==> src/rtl/data_axi_master_pkg.sv <==
// Shared types and AXI constants for the MEM-stage data AXI master.
package data_axi_master_pkg;

    typedef struct packed {
        logic        ce;
        logic        we;
        logic [31:0] addr;
        logic [3:0]  sel;
        logic [31:0] data;
    } mem_axi_struct;

    typedef enum logic [2:0] {
        ST_IDLE,
        ST_RD_ADDR,
        ST_RD_DATA,
        ST_WR_REQ,
        ST_WR_RESP,
        ST_DONE,
        ST_DRAIN
    } axi_state_t;

    localparam logic [2:0] AXI_SIZE_WORD  = 3'b010;
    localparam logic [1:0] AXI_BURST_INCR = 2'b01;
    localparam logic [1:0] AXI_RESP_OKAY  = 2'b00;
    localparam logic [7:0] AXI_LEN_SINGLE = 8'd0;
    localparam logic [3:0] AXI_ID_ZERO    = 4'd0;

    function automatic logic [31:0] word_align(input logic [29:0] word_addr);
        return {word_addr, 2'b00};
    endfunction

endpackage

==> src/rtl/data_axi_master_if.sv <==
// Single-beat AXI4 bus between the data master and memory/interconnect.
interface data_axi_master_if;

    logic [3:0]  arid;
    logic [31:0] araddr;
    logic [7:0]  arlen;
    logic [2:0]  arsize;
    logic [1:0]  arburst;
    logic        arvalid;
    logic        arready;

    logic [31:0] rdata;
    logic [1:0]  rresp;
    logic        rvalid;
    logic        rready;

    logic [3:0]  awid;
    logic [31:0] awaddr;
    logic [7:0]  awlen;
    logic [2:0]  awsize;
    logic [1:0]  awburst;
    logic        awvalid;
    logic        awready;

    logic [31:0] wdata;
    logic [3:0]  wstrb;
    logic        wlast;
    logic        wvalid;
    logic        wready;

    logic [1:0]  bresp;
    logic        bvalid;
    logic        bready;

    modport master (
        output arid, araddr, arlen, arsize, arburst, arvalid,
        input  arready,
        input  rdata, rresp, rvalid,
        output rready,
        output awid, awaddr, awlen, awsize, awburst, awvalid,
        input  awready,
        output wdata, wstrb, wlast, wvalid,
        input  wready,
        input  bresp, bvalid,
        output bready
    );

    modport slave (
        input  arid, araddr, arlen, arsize, arburst, arvalid,
        output arready,
        output rdata, rresp, rvalid,
        input  rready,
        input  awid, awaddr, awlen, awsize, awburst, awvalid,
        output awready,
        input  wdata, wstrb, wlast, wvalid,
        output wready,
        output bresp, bvalid,
        input  bready
    );

endinterface

==> src/rtl/data_axi_master.sv <==
// MEM-stage data access master: turns one pipeline load/store into a single-beat
// AXI4 read or write, holding the pipeline busy until the access completes.
module data_axi_master
    import data_axi_master_pkg::*;
(
    input  logic                    clk,
    input  logic                    rst,
    input  mem_axi_struct           req_i,
    input  logic                    excp_i,
    input  logic                    stall_i,
    input  logic                    flush_i,
    output logic                    busy_o,
    output logic [31:0]             rdata_o,
    data_axi_master_if.master       axi
);

    axi_state_t  state_reg, state_next;
    logic [29:0] addr_reg;
    logic [3:0]  sel_reg;
    logic [31:0] data_reg;
    logic        we_reg;
    logic [31:0] rdata_reg;
    logic        ar_done_reg, ar_done_next;
    logic        aw_done_reg, aw_done_next;
    logic        w_done_reg,  w_done_next;

    logic new_req;
    logic latch_req;
    logic capture_rdata;
    logic arvalid, rready, awvalid, wvalid, bready, busy;

    // Response codes are deliberately ignored: any response ends the access.
    assign new_req = req_i.ce && !excp_i && !flush_i;

    always_comb begin
        state_next    = state_reg;
        ar_done_next  = ar_done_reg;
        aw_done_next  = aw_done_reg;
        w_done_next   = w_done_reg;
        latch_req     = 1'b0;
        capture_rdata = 1'b0;
        arvalid       = 1'b0;
        rready        = 1'b0;
        awvalid       = 1'b0;
        wvalid        = 1'b0;
        bready        = 1'b0;
        busy          = 1'b0;
        case (state_reg)
            ST_IDLE: begin
                busy = new_req;
                if (new_req) begin
                    latch_req    = 1'b1;
                    ar_done_next = 1'b0;
                    aw_done_next = 1'b0;
                    w_done_next  = 1'b0;
                    state_next   = req_i.we ? ST_WR_REQ : ST_RD_ADDR;
                end
            end
            ST_RD_ADDR: begin
                busy    = 1'b1;
                arvalid = 1'b1;
                if (axi.arready) begin
                    ar_done_next = 1'b1;
                    state_next   = flush_i ? ST_DRAIN : ST_RD_DATA;
                end else if (flush_i) begin
                    state_next = ST_DRAIN;
                end
            end
            ST_RD_DATA: begin
                busy   = 1'b1;
                rready = 1'b1;
                // A response landing with the flush completes the access; its data is dropped.
                if (axi.rvalid) begin
                    capture_rdata = !flush_i;
                    state_next    = flush_i ? ST_IDLE : ST_DONE;
                end else if (flush_i) begin
                    state_next = ST_DRAIN;
                end
            end
            ST_WR_REQ: begin
                busy         = 1'b1;
                awvalid      = !aw_done_reg;
                wvalid       = !w_done_reg;
                aw_done_next = aw_done_reg || axi.awready;
                w_done_next  = w_done_reg  || axi.wready;
                if (aw_done_next && w_done_next) begin
                    state_next = flush_i ? ST_DRAIN : ST_WR_RESP;
                end else if (flush_i) begin
                    state_next = ST_DRAIN;
                end
            end
            ST_WR_RESP: begin
                busy   = 1'b1;
                bready = 1'b1;
                if (axi.bvalid) begin
                    state_next = flush_i ? ST_IDLE : ST_DONE;
                end else if (flush_i) begin
                    state_next = ST_DRAIN;
                end
            end
            ST_DONE: begin
                if (flush_i || !stall_i) begin
                    state_next = ST_IDLE;
                end
            end
            ST_DRAIN: begin
                // Finish whatever handshakes are still open, then discard the response.
                busy = 1'b1;
                if (!we_reg) begin
                    arvalid      = !ar_done_reg;
                    rready       = ar_done_reg;
                    ar_done_next = ar_done_reg || axi.arready;
                    if (ar_done_reg && axi.rvalid) begin
                        state_next = ST_IDLE;
                    end
                end else begin
                    awvalid      = !aw_done_reg;
                    wvalid       = !w_done_reg;
                    bready       = aw_done_reg && w_done_reg;
                    aw_done_next = aw_done_reg || axi.awready;
                    w_done_next  = w_done_reg  || axi.wready;
                    if (bready && axi.bvalid) begin
                        state_next = ST_IDLE;
                    end
                end
            end
            default: begin
                state_next = ST_IDLE;
            end
        endcase
    end

    always_ff @(posedge clk) begin
        if (rst) begin
            state_reg   <= ST_IDLE;
            addr_reg    <= '0;
            sel_reg     <= '0;
            data_reg    <= '0;
            we_reg      <= 1'b0;
            rdata_reg   <= '0;
            ar_done_reg <= 1'b0;
            aw_done_reg <= 1'b0;
            w_done_reg  <= 1'b0;
        end else begin
            state_reg   <= state_next;
            ar_done_reg <= ar_done_next;
            aw_done_reg <= aw_done_next;
            w_done_reg  <= w_done_next;
            if (latch_req) begin
                addr_reg <= req_i.addr[31:2];
                sel_reg  <= req_i.sel;
                data_reg <= req_i.data;
                we_reg   <= req_i.we;
            end
            if (capture_rdata) begin
                rdata_reg <= axi.rdata;
            end
        end
    end

    assign busy_o  = busy && !rst;
    assign rdata_o = rdata_reg;

    assign axi.arid    = AXI_ID_ZERO;
    assign axi.araddr  = word_align(addr_reg);
    assign axi.arlen   = AXI_LEN_SINGLE;
    assign axi.arsize  = AXI_SIZE_WORD;
    assign axi.arburst = AXI_BURST_INCR;
    assign axi.arvalid = arvalid;
    assign axi.rready  = rready;

    assign axi.awid    = AXI_ID_ZERO;
    assign axi.awaddr  = word_align(addr_reg);
    assign axi.awlen   = AXI_LEN_SINGLE;
    assign axi.awsize  = AXI_SIZE_WORD;
    assign axi.awburst = AXI_BURST_INCR;
    assign axi.awvalid = awvalid;

    assign axi.wdata   = data_reg;
    assign axi.wstrb   = sel_reg;
    assign axi.wlast   = 1'b1;
    assign axi.wvalid  = wvalid;
    assign axi.bready  = bready;

endmodule

==> src/flat_wrapper.sv <==
// flat-port wrapper written by rule: the top's interface ports become plain ports
module data_axi_master_flat import data_axi_master_pkg::*;
  (clk, rst, req_i, excp_i, stall_i, flush_i, busy_o, rdata_o, axi_arid, axi_araddr, axi_arlen, axi_arsize, axi_arburst, axi_arvalid, axi_arready, axi_rdata, axi_rresp, axi_rvalid, axi_rready, axi_awid, axi_awaddr, axi_awlen, axi_awsize, axi_awburst, axi_awvalid, axi_awready, axi_wdata, axi_wstrb, axi_wlast, axi_wvalid, axi_wready, axi_bresp, axi_bvalid, axi_bready);
  data_axi_master_if axi_i ();
  input  logic clk;
  input  logic rst;
  input  mem_axi_struct req_i;
  input  logic excp_i;
  input  logic stall_i;
  input  logic flush_i;
  output logic busy_o;
  output logic [31:0] rdata_o;
  output wire logic [$bits(axi_i.arid)-1:0] axi_arid;
  output wire logic [$bits(axi_i.araddr)-1:0] axi_araddr;
  output wire logic [$bits(axi_i.arlen)-1:0] axi_arlen;
  output wire logic [$bits(axi_i.arsize)-1:0] axi_arsize;
  output wire logic [$bits(axi_i.arburst)-1:0] axi_arburst;
  output wire logic [$bits(axi_i.arvalid)-1:0] axi_arvalid;
  input wire logic [$bits(axi_i.arready)-1:0] axi_arready;
  input wire logic [$bits(axi_i.rdata)-1:0] axi_rdata;
  input wire logic [$bits(axi_i.rresp)-1:0] axi_rresp;
  input wire logic [$bits(axi_i.rvalid)-1:0] axi_rvalid;
  output wire logic [$bits(axi_i.rready)-1:0] axi_rready;
  output wire logic [$bits(axi_i.awid)-1:0] axi_awid;
  output wire logic [$bits(axi_i.awaddr)-1:0] axi_awaddr;
  output wire logic [$bits(axi_i.awlen)-1:0] axi_awlen;
  output wire logic [$bits(axi_i.awsize)-1:0] axi_awsize;
  output wire logic [$bits(axi_i.awburst)-1:0] axi_awburst;
  output wire logic [$bits(axi_i.awvalid)-1:0] axi_awvalid;
  input wire logic [$bits(axi_i.awready)-1:0] axi_awready;
  output wire logic [$bits(axi_i.wdata)-1:0] axi_wdata;
  output wire logic [$bits(axi_i.wstrb)-1:0] axi_wstrb;
  output wire logic [$bits(axi_i.wlast)-1:0] axi_wlast;
  output wire logic [$bits(axi_i.wvalid)-1:0] axi_wvalid;
  input wire logic [$bits(axi_i.wready)-1:0] axi_wready;
  input wire logic [$bits(axi_i.bresp)-1:0] axi_bresp;
  input wire logic [$bits(axi_i.bvalid)-1:0] axi_bvalid;
  output wire logic [$bits(axi_i.bready)-1:0] axi_bready;
  assign axi_arid = axi_i.arid;
  assign axi_araddr = axi_i.araddr;
  assign axi_arlen = axi_i.arlen;
  assign axi_arsize = axi_i.arsize;
  assign axi_arburst = axi_i.arburst;
  assign axi_arvalid = axi_i.arvalid;
  assign axi_i.arready = axi_arready;
  assign axi_i.rdata = axi_rdata;
  assign axi_i.rresp = axi_rresp;
  assign axi_i.rvalid = axi_rvalid;
  assign axi_rready = axi_i.rready;
  assign axi_awid = axi_i.awid;
  assign axi_awaddr = axi_i.awaddr;
  assign axi_awlen = axi_i.awlen;
  assign axi_awsize = axi_i.awsize;
  assign axi_awburst = axi_i.awburst;
  assign axi_awvalid = axi_i.awvalid;
  assign axi_i.awready = axi_awready;
  assign axi_wdata = axi_i.wdata;
  assign axi_wstrb = axi_i.wstrb;
  assign axi_wlast = axi_i.wlast;
  assign axi_wvalid = axi_i.wvalid;
  assign axi_i.wready = axi_wready;
  assign axi_i.bresp = axi_bresp;
  assign axi_i.bvalid = axi_bvalid;
  assign axi_bready = axi_i.bready;
  data_axi_master u_core (.clk(clk), .rst(rst), .req_i(req_i), .excp_i(excp_i), .stall_i(stall_i), .flush_i(flush_i), .busy_o(busy_o), .rdata_o(rdata_o), .axi(axi_i));
endmodule
==> config.mk <==
export PLATFORM = sky130hd
export DESIGN_NAME = data_axi_master_flat
export DESIGN_NICKNAME = d
export VERILOG_FILES = /design/src/rtl/data_axi_master_pkg.sv /design/src/rtl/data_axi_master_if.sv /design/src/rtl/data_axi_master.sv /design/src/flat_wrapper.sv
export SDC_FILE = /design/constraint.sdc
export NUM_CORES = 1
export LEC_CHECK = 0
export BUFFER_PORTS_ARGS = -buffer_cell sky130_fd_sc_hd__buf_4
export CORE_MARGIN = 2
export CORE_UTILIZATION = 38
export DETAILED_ROUTE_END_ITERATION = 7
export PLACE_DENSITY = 0.73
export REMOVE_ABC_BUFFERS = 1
export SYNTH_ARGS = -nofsm -noshare
export SYNTH_HDL_FRONTEND = slang
export SYNTH_SLANG_ARGS = --single-unit
==> constraint.sdc <==
create_clock -name clk -period 1.6 [get_ports clk]
set_input_delay 0.16 -clock clk [delete_from_list [all_inputs] [get_ports clk]]
set_output_delay 0.16 -clock clk [all_outputs]
set_load 0.005 [all_outputs]
-- Word level (Yosys, flattened, before mapping)
Index checks and enable logic that the tools add are counted.
- input port bits: 116
- register bits: 105
- word-level logic and storage cells: 85
- output and inout bits: 173
- mux-type cells: 38
- eq/ne operators: 13
- reductions and logical operators: 25
- operator list (kind ; count):
    $mux 3 ; 12
    $pmux 3 s7 ; 1
    $mux 1 ; 14
    $pmux 1 s2 ; 6
    $eq 3x3->1 const B ; 3
    $pmux 1 s3 ; 3
    $reduce_and 4->1 ; 2
    $logic_and 1x1->1 ; 7
    $logic_not 1->1 ; 7
    $eq 3x2->1 const B ; 2
    $ne 2x1->1 const B ; 3
    $reduce_bool 3->1 ; 2
    $reduce_or 5->1 ; 1
    $logic_or 1x1->1 ; 4
    $mux 2 ; 2
    $ne 2x2->1 const B ; 2
    $eq 3x1->1 const B ; 1
    $logic_not 3->1 ; 1
    $ne 3x1->1 const B ; 1
    $ne 3x3->1 const B ; 1
    $reduce_and 3->1 ; 1

-- Depth between registers and ports, before layout
Gate-level depths: netlist of the first run.
- depth after elaboration: 5
- depth in mapped cells: 6

-- Worst setup path before layout of the first run
Ideal clock, no wire load.
- path kind: flip-flop to flip-flop
- start point: register u_core.state_reg[2]
- end point: register u_core.aw_done_reg
- data required time: 1.472 ns
- cell stages (with the launch flop): 7
- library setup time: 0.128 ns
- path buffers: 2
- data arrival time: 1.419 ns
- slack: 0.054 ns
- cell sequence: dfxtp_1 -> or3_1 -> or3_1 -> buf_2 -> buf_6 -> a22oi_1 -> nor2_1
- word-level cells in the longest chain between the ends: 3
- elaborated cells between the ends (all ways): 8
- classes of those cells: eq/ne (4); mux (1); reduce/logical (3)
- ends and longest elaborated chain (what ; line ; RTL):
    from (decl) ; data_axi_master.sv:17 ; axi_state_t state_reg, state_next;
    from (signal assigned) ; data_axi_master.sv:145 ; state_reg <= state_next;
    $eq 3x3->1 (tied with other cells) ; data_axi_master.sv:48 ; case (state_reg)
    $ne 2x1->1 (no source line) or $reduce_bool 3->1 (tied branches) ; - ;
    $reduce_and 3->1 (no source line) ; - ;
    to (signal assigned) ; data_axi_master.sv:147 ; aw_done_reg <= aw_done_next;
    to (decl) ; data_axi_master.sv:24 ; logic aw_done_reg, aw_done_next;
Several ways; a longest one is shown, not always the timed one.
A chain may end at the register's enable or synchronous reset.

-- Worst setup path in the final report of the first run
- start point: register u_core.state_reg[0]
- end point: output busy_o
- word-level cells in the longest chain between the ends: 4
- elaborated cells between the ends (all ways): 9
- classes of those cells: eq/ne (5); mux (1); reduce/logical (3)
- ends and longest elaborated chain (what ; line ; RTL):
    $eq 3x1->1 (tied with other cells) ; data_axi_master.sv:48 ;
    $reduce_or 5->1 (no source line) ; - ;
    $pmux 1 s2 * ; data_axi_master.sv:48 ;
    $logic_and 1x1->1 * ; data_axi_master.sv:161 ; assign busy_o = busy && !rst;
    to (decl) ; flat_wrapper.sv:11 ; output logic busy_o;
Mark *: on every way between the ends. The rest lies on a longest branch, timed or not.

==> qor.txt, run 1 <==
outcome -> finished, violations left
failing checks -> setup timing
combinational power share -> 0.311
detailed-route wire length per cell -> 13.9 um
share of synthesized registers carrying an async set or reset -> 0
Die ar. -> 12,700 um2
Synth Register Bits -> 105
area of the multi-input gates -> 2070 um2
EDFF count, synth -> 0
Crit. End Element -> primary output
final setup fails -> 10
CTS clock-pin slew for the worst setup and hold paths -> 0.08 ns
Post-Syn Instances -> 583
fin worst setup slack -> -0.0134 ns
First DRT Iteration DRCs -> 242
Syn-to-layout area delta -> 55.2%
# fillers -> 997
vias in the first global route -> 3,983
cell leakage power -> 3.10 nW
Die H -> 113 um
Cell Int Power -> 5.35 mW
Worst Skew -> 0.0128 ns
Root Driver -> clkbuf_16
Hold Path Class -> in -> reg
Final HPWL DP -> 8.99 mm
clk sinks -> 105
Mapped Area -> 4480 um2
Arr. time, crit path -> 1.45 ns
PwrDens -> 1090 nW/um2
startpoint types -> flip-flop
die width -> 113 um
Cell variety after synth -> 34
# diodes -> 0
final WL -> 13.0 mm
Initial Util -> 0.390
antenna violations before repair -> 0
post-route minimum period -> 1.61 ns
Max Clock Freq -> 620 MHz
CTS Buf Count -> 9
H-tree depth -> 3
worst skew pair latency -> 0.34 ns
sw frac -> 0.293
Antenna Violating Nets Remaining -> 0
Core Util, Final -> 0.606
clock buffer depth -> 2
syn avg cell area -> 7.68 um2
total gr overflow -> 0
clock power share -> 0.293
Req. time, crit path -> 1.44 ns
WS Path Type -> reg -> out
layout cells sized above 1 -> 0.432
Seq pwr share -> 0.397
vias -> 4,489
first-pass GRT wire length -> 18.9 mm
max-cap viol count -> 0
count of pins over their slew limit -> 0
Rows -> 39
# IOs -> 289
Total Routing Usage GR -> 0.180
Tcrit/Tclk final -> 1.01
Via density -> 4.78
Critical Path Fanout Max -> 10
Reg area -> 2110 um2
Final Hold Vio Count -> 0
gpl congestion -> 0.839
Psw -> 2.22 mW
DRC -> 0
total power -> 7.57 mW
core area -> 11,500 um2
largest net degree at the start of global routing -> 57
# nets final -> 908
Top FF cell, synth -> dfxtp_1
number of buffers added on ports -> 243
Seq/Total Area, Yosys -> 0.470
TritonCTS clock tree -> yes
worst ir drop on vdd -> 0.741 mV
drt pass-1 iters -> 4
unrepaired setup endpoints after global routing -> yes
Ys Warns -> 0
==> through the flow <==
| stage | area, um2 | setup TNS (ns) | instances | hold WS, ns | setup slack [ns] |
|---|---|---|---|---|---|
| final | 6950 | -0.0704 | 940 | 0.0627 | -0.0134 |
| after global routing | 6950 | -2.80 | 940 | 0.0537 | -0.0891 |
| after global placement | 6080 | -3.04 | 913 | 0.406 | -0.0699 |
| after floorplan | 3910 | -106.18 | 510 | 0.229 | -1.49 |
| after detailed placement | 6080 | -5.13 | 913 | 0.416 | -0.118 |
| after CTS | 6490 | -0.0609 | 931 | 0.0498 | -0.0150 |
==> cell usage after synthesis, drive strengths merged, types with 3 or more instances <==
cell type,count,area share
clkbuf,21,0.018
nand2b,8,0.011
nor2,9,0.0075
o21ai,3,0.0034
dfxtp,105,0.47
a21oi,107,0.12
a21o,3,0.0050
nand2,203,0.17
buf,89,0.14
nor3b,3,0.0050
nand3b,5,0.0084
nor3,4,0.0056
==> power groups by stage <==
stage | logic (mW) | clock network [mW] | registers, mW
3_5_place_dp | 1.83 | 0 | 3.03
5_1_grt | 2.54 | 2.40 | 3.03
4_1_cts | 1.95 | 2.29 | 2.98
3_3_place_gp | 1.79 | 0 | 3.01
6_report | 2.35 | 2.22 | 3.00
2_1_floorplan | 0.694 | 0 | 3.13
==> critical path, cell delays in order (launching register included) <==
cell and delay [ns]:
dfxtp_4 0.35, buf_8 0.14, nor3_1 0.18, o21ai_0 0.14
nand2b_1 0.13, a21oi_2 0.05, buf_4 0.13
==> layer usage <==
metal / track usage / up-vias / share of wire
met5: 0 / - / 0
met4: 0.0569 / 0 / 0.015
met3: 0.0464 / 19 / 0.078
met2: 0.328 / 205 / 0.52
met1: 0.204 / 2069 / 0.38
li1: - / 2196 / -
==> repair_timing <==
item                                    CTS  global route
pin swaps                                 0            25
setup buffers                             1             2
hold buffers                              0             0
cloned                                    1             7
endpoints found under the setup margin   69            73
gates resized for setup                  16            77
==> placed cells by master (no fill, tap or decap), types with 3 or more instances in the layout <==
cell	synthesis	layout
buf_4	72	250
nand2_1	203	181
dfxtp_1	105	102
a21oi_1	107	81
conb_1	2	39
a21oi_2	0	26
nand2_4	0	15
clkbuf_16	0	15
nor2_1	9	9
nand2b_1	8	7
nand2_2	0	7
buf_12	0	7
nand3b_1	5	5
buf_8	0	4
nor3_1	3	3
o21ai_0	3	3
nor3b_1	3	3
a21o_1	3	3
==> logic make-up after synthesis <==
family                 after synthesis  share of synthesized area
and+or+nand+nor                    239                      0.217
AOI/OAI and AO/OA                  127                      0.153
buffers and inverters              110                      0.158
DFF                                105                      0.470
other                                2                    0.00168
==> path summary, 6_finish.rpt <==
check                               startpoint                           endpoint  slack, ns  depth (start not counted)
max           u_core.state_reg[0]$_SDFFE_PP0P_                             busy_o      -0.01                          6
min reg2reg  u_core.axi.wdata[13]$_SDFFE_PP0N_  u_core.axi.wdata[13]$_SDFFE_PP0N_       0.46                          2
max reg2reg   u_core.state_reg[2]$_SDFFE_PP0P_  u_core.axi.wdata[18]$_SDFFE_PP0N_      -0.01                          5
min                                  req_i[22]  u_core.axi.wdata[22]$_SDFFE_PP0N_       0.06                          3
==> cell type report <==
class | count | area share
clock buffers | 10 | 0.0330
well taps | 143 | 0.0258
multi-input cells | 405 | 0.298
clock inverters | 6 | 0.0108
flip-flops and latches | 105 | 0.303
repair buffers | 271 | 0.329
Power figures use the tool's default switching activity.
==> run 2, diff against run 1 <==
CORE_AREA = 2 2 112 114   (was unset)
CORE_MARGIN = unset   (was 2)
CORE_UTILIZATION = unset   (was 38)
DIE_AREA = 0 0 114 116   (was unset)
PLACE_DENSITY = 0.69   (was 0.73)
clock period = 1.8 ns   (was 1.6 ns; I/O delays follow)
==> qor.txt, run 2 (synthesized netlist as in run 1, its figures left out) <==
Reg-to-Reg Start -> u_core.state_reg[2]$_SDFFE_PP0P_
Worst Skew -> 0.00475 ns
clock buffer depth -> 2
final setup fails -> 0
Hold Path Class -> in -> reg
Critical Path Fanout Max -> 22
Tcrit/Tclk final -> 0.926
H-tree depth -> 3
Initial Util -> 0.376
most common cell after layout, fill and taps aside -> buf_4
cell leakage power -> 2.85 nW
Final HPWL DP -> 8.64 mm
Via density -> 4.57
gpl congestion -> 0.827
R2R depth -> 6
DRC -> 0
Worst path slowest cell -> dfxtp_1
r2r setup slk -> 0.16 ns
total power -> 6.36 mW
outcome -> finished, final reports clean
drt pass-1 iters -> 4
first-pass GRT wire length -> 17.6 mm
Syn-to-layout area delta -> 43.6%
area of the multi-input gates -> 1820 um2
post-route minimum period -> 1.67 ns
worst skew pair latency -> 0.34 ns
Total Routing Usage GR -> 0.166
startpoint types -> flip-flop
max-cap viol count -> 0
Place WS -> 0.0781 ns
# nets final -> 894
TritonCTS clock tree -> yes
count of pins over their slew limit -> 0
Antenna Violating Nets Remaining -> 0
# IOs -> 289
layout cells sized above 1 -> 0.349
relative slew slack -> 0.622
die width -> 114 um
Die ar. -> 13,200 um2
Root Driver -> clkbuf_16
Die H -> 116 um
Rows -> 40
Hold Slack -> 0.0787 ns
commonest non-fill, non-tap cells in the layout -> 248 x buf_4, 203 x nand2_1, 107 x a21oi_1
fin worst setup slack -> 0.133 ns
Final Hold Vio Count -> 0
Crit. End Element -> primary output
antenna violations before repair -> 0
# diodes -> 0
largest net degree at the start of global routing -> 56
worst ir drop on vdd -> 0.475 mV
# fillers -> 1,109
PwrDens -> 989 nW/um2
crit-path max cell delay -> 0.35 ns
CTS clock-pin slew for the worst setup and hold paths -> 0.07 ns
Hold Path Origin -> req_i[4]
slew of the pin with the lowest slew margin -> 0.567 ns
core area -> 11,900 um2
vias -> 4,249
critical path, cell by cell -> buf_6 -> nor3_1 -> o21ai_0 -> nand2b_1 -> a21oi_1 -> buf_4
Reg area -> 2100 um2
clk sinks -> 105
detailed-route wire length per cell -> 12.6 um
CTS Buf Count -> 9
worst min-delay path endpoint -> u_core.axi.wdata[4]$_SDFFE_PP0N_
Max Clock Freq -> 600 MHz
vias in the first global route -> 3,674
Arr. time, crit path -> 1.49 ns
final WL -> 11.8 mm
First DRT Iteration DRCs -> 191
WS Path Type -> reg -> out
Hold Path Stages -> 3
reg2reg end -> u_core.addr_reg[18]$_SDFFE_PP0N_
total gr overflow -> 0
Req. time, crit path -> 1.62 ns
number of buffers added on ports -> 243
-- run 2: metal layers --
layer,routed length (um),vias to the layer above,GRT usage
met3,1190,15,0.0554
met1,4610,1868,0.192
met2,5740,190,0.280
met4,223,0,0.0740
met5,0,-,0
li1,-,2176,-
-- run 2: worst max-delay path: cells and delay by family (launching register included) --
family | cells | cell delay, ns
flops | 1 | 0.35
compound gates | 2 | 0.28
buf+inv | 2 | 0.34
simple gates | 2 | 0.18
-- run 2: what timing repair did --
item,4_1_cts,5_1_grt
resized for setup,0,4
endpoints found under the setup margin,0,3
hold buffers,0,0
setup buffers,0,0
-- run 2: final cells by class --
cell class,count,share of cell area
clock buffers,11,0.0362
flip-flops and latches,105,0.327
repair buffers,257,0.314
multi-input cells,405,0.282
well taps,147,0.0286
clock inverters,5,0.0123
-- run 2: power by group --
part | switching (mW) | internal, mW
registers | 0.120 | 2.51
clock network | 0.838 | 1.22
logic | 0.806 | 0.859
-- run 2: stage by stage --
stage                     cells  setup TNS, ns  utilization  instance area (um2)
final                       930              0        0.540                 6430
after global routing        930      -0.000939        0.540                 6430
after CTS                   930              0        0.538                 6410
after detailed placement    914              0        0.512                 6100
after global placement      914              0        0.512                 6100
after floorplan             510         -88.02            -                 3910
-- run 2: worst max path at each step --
| stage | cells past startpoint | slack [ns] | end | start |
|---|---|---|---|---|
| floorplan | 4 | -1.29 | u_core.addr_reg[0]$_SDFFE_PP0N_ | u_core.state_reg[2]$_SDFFE_PP0P_ |
| global placement | 5 | 0.10 | u_core.aw_done_reg$_SDFFE_PP0P_ | u_core.state_reg[2]$_SDFFE_PP0P_ |
| detailed placement | 5 | 0.08 | u_core.aw_done_reg$_SDFFE_PP0P_ | u_core.state_reg[2]$_SDFFE_PP0P_ |
| CTS | 5 | 0.06 | u_core.aw_done_reg$_SDFFE_PP0P_ | u_core.state_reg[2]$_SDFFE_PP0P_ |
| global route | 6 | -0.0009 | busy_o | u_core.state_reg[1]$_SDFFE_PP0P_ |
| finish | 6 | 0.13 | busy_o | u_core.state_reg[1]$_SDFFE_PP0P_ |
==> run 3, diff against run 2 <==
CORE_AREA = 2 2 113 115   (was 2 2 112 114)
DIE_AREA = 0 0 115 117   (was 0 0 114 116)
PLACE_DENSITY = 0.68   (was 0.69)
==> qor.txt, run 3 (synthesized netlist as in run 1, its figures left out) <==
Crit. End Element -> primary output
detailed-route wire length per cell -> 12.7 um
WS Path Type -> reg -> out
vias in the first global route -> 3,673
Worst Skew -> 0.00547 ns
worst skew pair latency -> 0.34 ns
PwrDens -> 960 nW/um2
Arr. time, crit path -> 1.45 ns
CP top delay family -> buffers and inverters
Syn-to-layout area delta -> 43.1%
setup_tns -> 0 ns
die width -> 115 um
cell leakage power -> 2.83 nW
count of pins over their slew limit -> 0
Hold Slack -> 0.0880 ns
Hold Path Class -> in -> reg
startpoint types -> flip-flop
Root Driver -> clkbuf_16
# IOs -> 289
final WL -> 11.8 mm
first-pass GRT wire length -> 17.9 mm
placed inst area -> 6130 um2
First DRT Iteration DRCs -> 231
commonest non-fill, non-tap cells in the layout -> 251 x buf_4, 203 x nand2_1, 107 x a21oi_1
Antenna Violating Nets Remaining -> 0
cell mode on critical path -> buf_4
Req. time, crit path -> 1.62 ns
# nets final -> 895
Via density -> 4.58
Rows -> 41
vias -> 4,266
non-filler instance count after layout -> 931
Place WS -> 0.0939 ns
r2r setup slk -> 0.20 ns
H-tree depth -> 3
CTS clock-pin slew for the worst setup and hold paths -> 0.06 ns
Worst path slowest cell -> dfxtp_1
critical path, cell by cell -> buf_4 -> nor3_1 -> o21ai_0 -> nand2b_1 -> a21oi_1 -> buf_4
Critical Path Fanout Max -> 20
unrepaired setup endpoints after global routing -> no
Die H -> 117 um
fin area -> 6410 um2
fin worst setup slack -> 0.167 ns
postcts setup bufs -> 0
largest net degree at the start of global routing -> 73
# diodes -> 0
post-route minimum period -> 1.63 ns
Final Hold Vio Count -> 0
final setup fails -> 0
Tcrit/Tclk final -> 0.907
max-cap viol count -> 0
drt pass-1 iters -> 5
total gr overflow -> 0
Total Routing Usage GR -> 0.165
antenna violations before repair -> 0
core area -> 12,300 um2
Initial Util -> 0.364
TritonCTS clock tree -> yes
clk sinks -> 105
most common cell after layout, fill and taps aside -> buf_4
outcome -> finished, final reports clean
Die ar. -> 13,500 um2
clock buffer depth -> 2
placed insts -> 918
# fillers -> 1,167
crit-path max cell delay -> 0.31 ns
area of the multi-input gates -> 1820 um2
Reg area -> 2110 um2
Final HPWL DP -> 8.71 mm
number of buffers added on ports -> 243
worst ir drop on vdd -> 0.584 mV
layout cells sized above 1 -> 0.350
CTS Buf Count -> 9
DRC -> 0
gpl congestion -> 0.841
CP bufs+invs -> 2
Max Clock Freq -> 612 MHz
## run 3: cell count changes in the layout (fill, tap and decap cells not counted), sizes merged
cell	before	now
clkinv	2	0
bufinv	2	1
inv	1	0
buf	257	258
clkbuf	11	10
clkinvlp	0	2
## run 3: worst paths after layout
check                                 endpoint  cells after the start                              start
max                                     busy_o                      6   u_core.state_reg[2]$_SDFFE_PP0P_
min           u_core.axi.wdata[2]$_SDFFE_PP0N_                      3                           req_i[2]
max reg2reg  u_core.axi.wdata[23]$_SDFFE_PP0N_                      6   u_core.state_reg[2]$_SDFFE_PP0P_
min reg2reg  u_core.axi.wdata[24]$_SDFFE_PP0N_                      2  u_core.axi.wdata[24]$_SDFFE_PP0N_
## run 3: worst min-delay path, stage by stage
cell and delay, ns:
buf_4 0.11, nand2_1 0.04, a21oi_1 0.05
## run 3: area by class of cell
type                            instances  area share
Clock buffer                           10      0.0357
Clock inverter                          3     0.00703
Multi-Input combinational cell        405       0.283
Sequential cell                       105       0.329
Tap cell                              150      0.0293
Timing Repair Buffer                  258       0.316
## run 3: layer usage
| metal | up-vias | GRT usage | share of wire |
|---|---|---|---|
| met5 | - | 0 | 0 |
| met4 | 0 | 0.0546 | 0.013 |
| met3 | 11 | 0.0546 | 0.092 |
| met2 | 182 | 0.282 | 0.49 |
| met1 | 1903 | 0.197 | 0.41 |
| li1 | 2170 | - | - |
## run 3: power by group
group	switching, mW	total [mW]	internal (mW)
Combinational	0.778	1.63	0.854
Clock	0.801	1.86	1.06
Sequential	0.141	2.66	2.52
## run 3: timing repair
action	4_1_cts	5_1_grt
hold buffers	0	0
resized for setup	1	2
setup endpoints to repair	1	2
endpoints found under the hold margin	0	0
## run 3: metrics by stage
| stage | power [mW] | util |
|---|---|---|
| after CTS | 6.21 | 0.520 |
| after detailed placement | 4.34 | 0.498 |
| after global routing | 6.52 | 0.520 |
| after floorplan | 3.40 | - |
| after global placement | 4.31 | 0.498 |
| final | 6.15 | 0.520 |
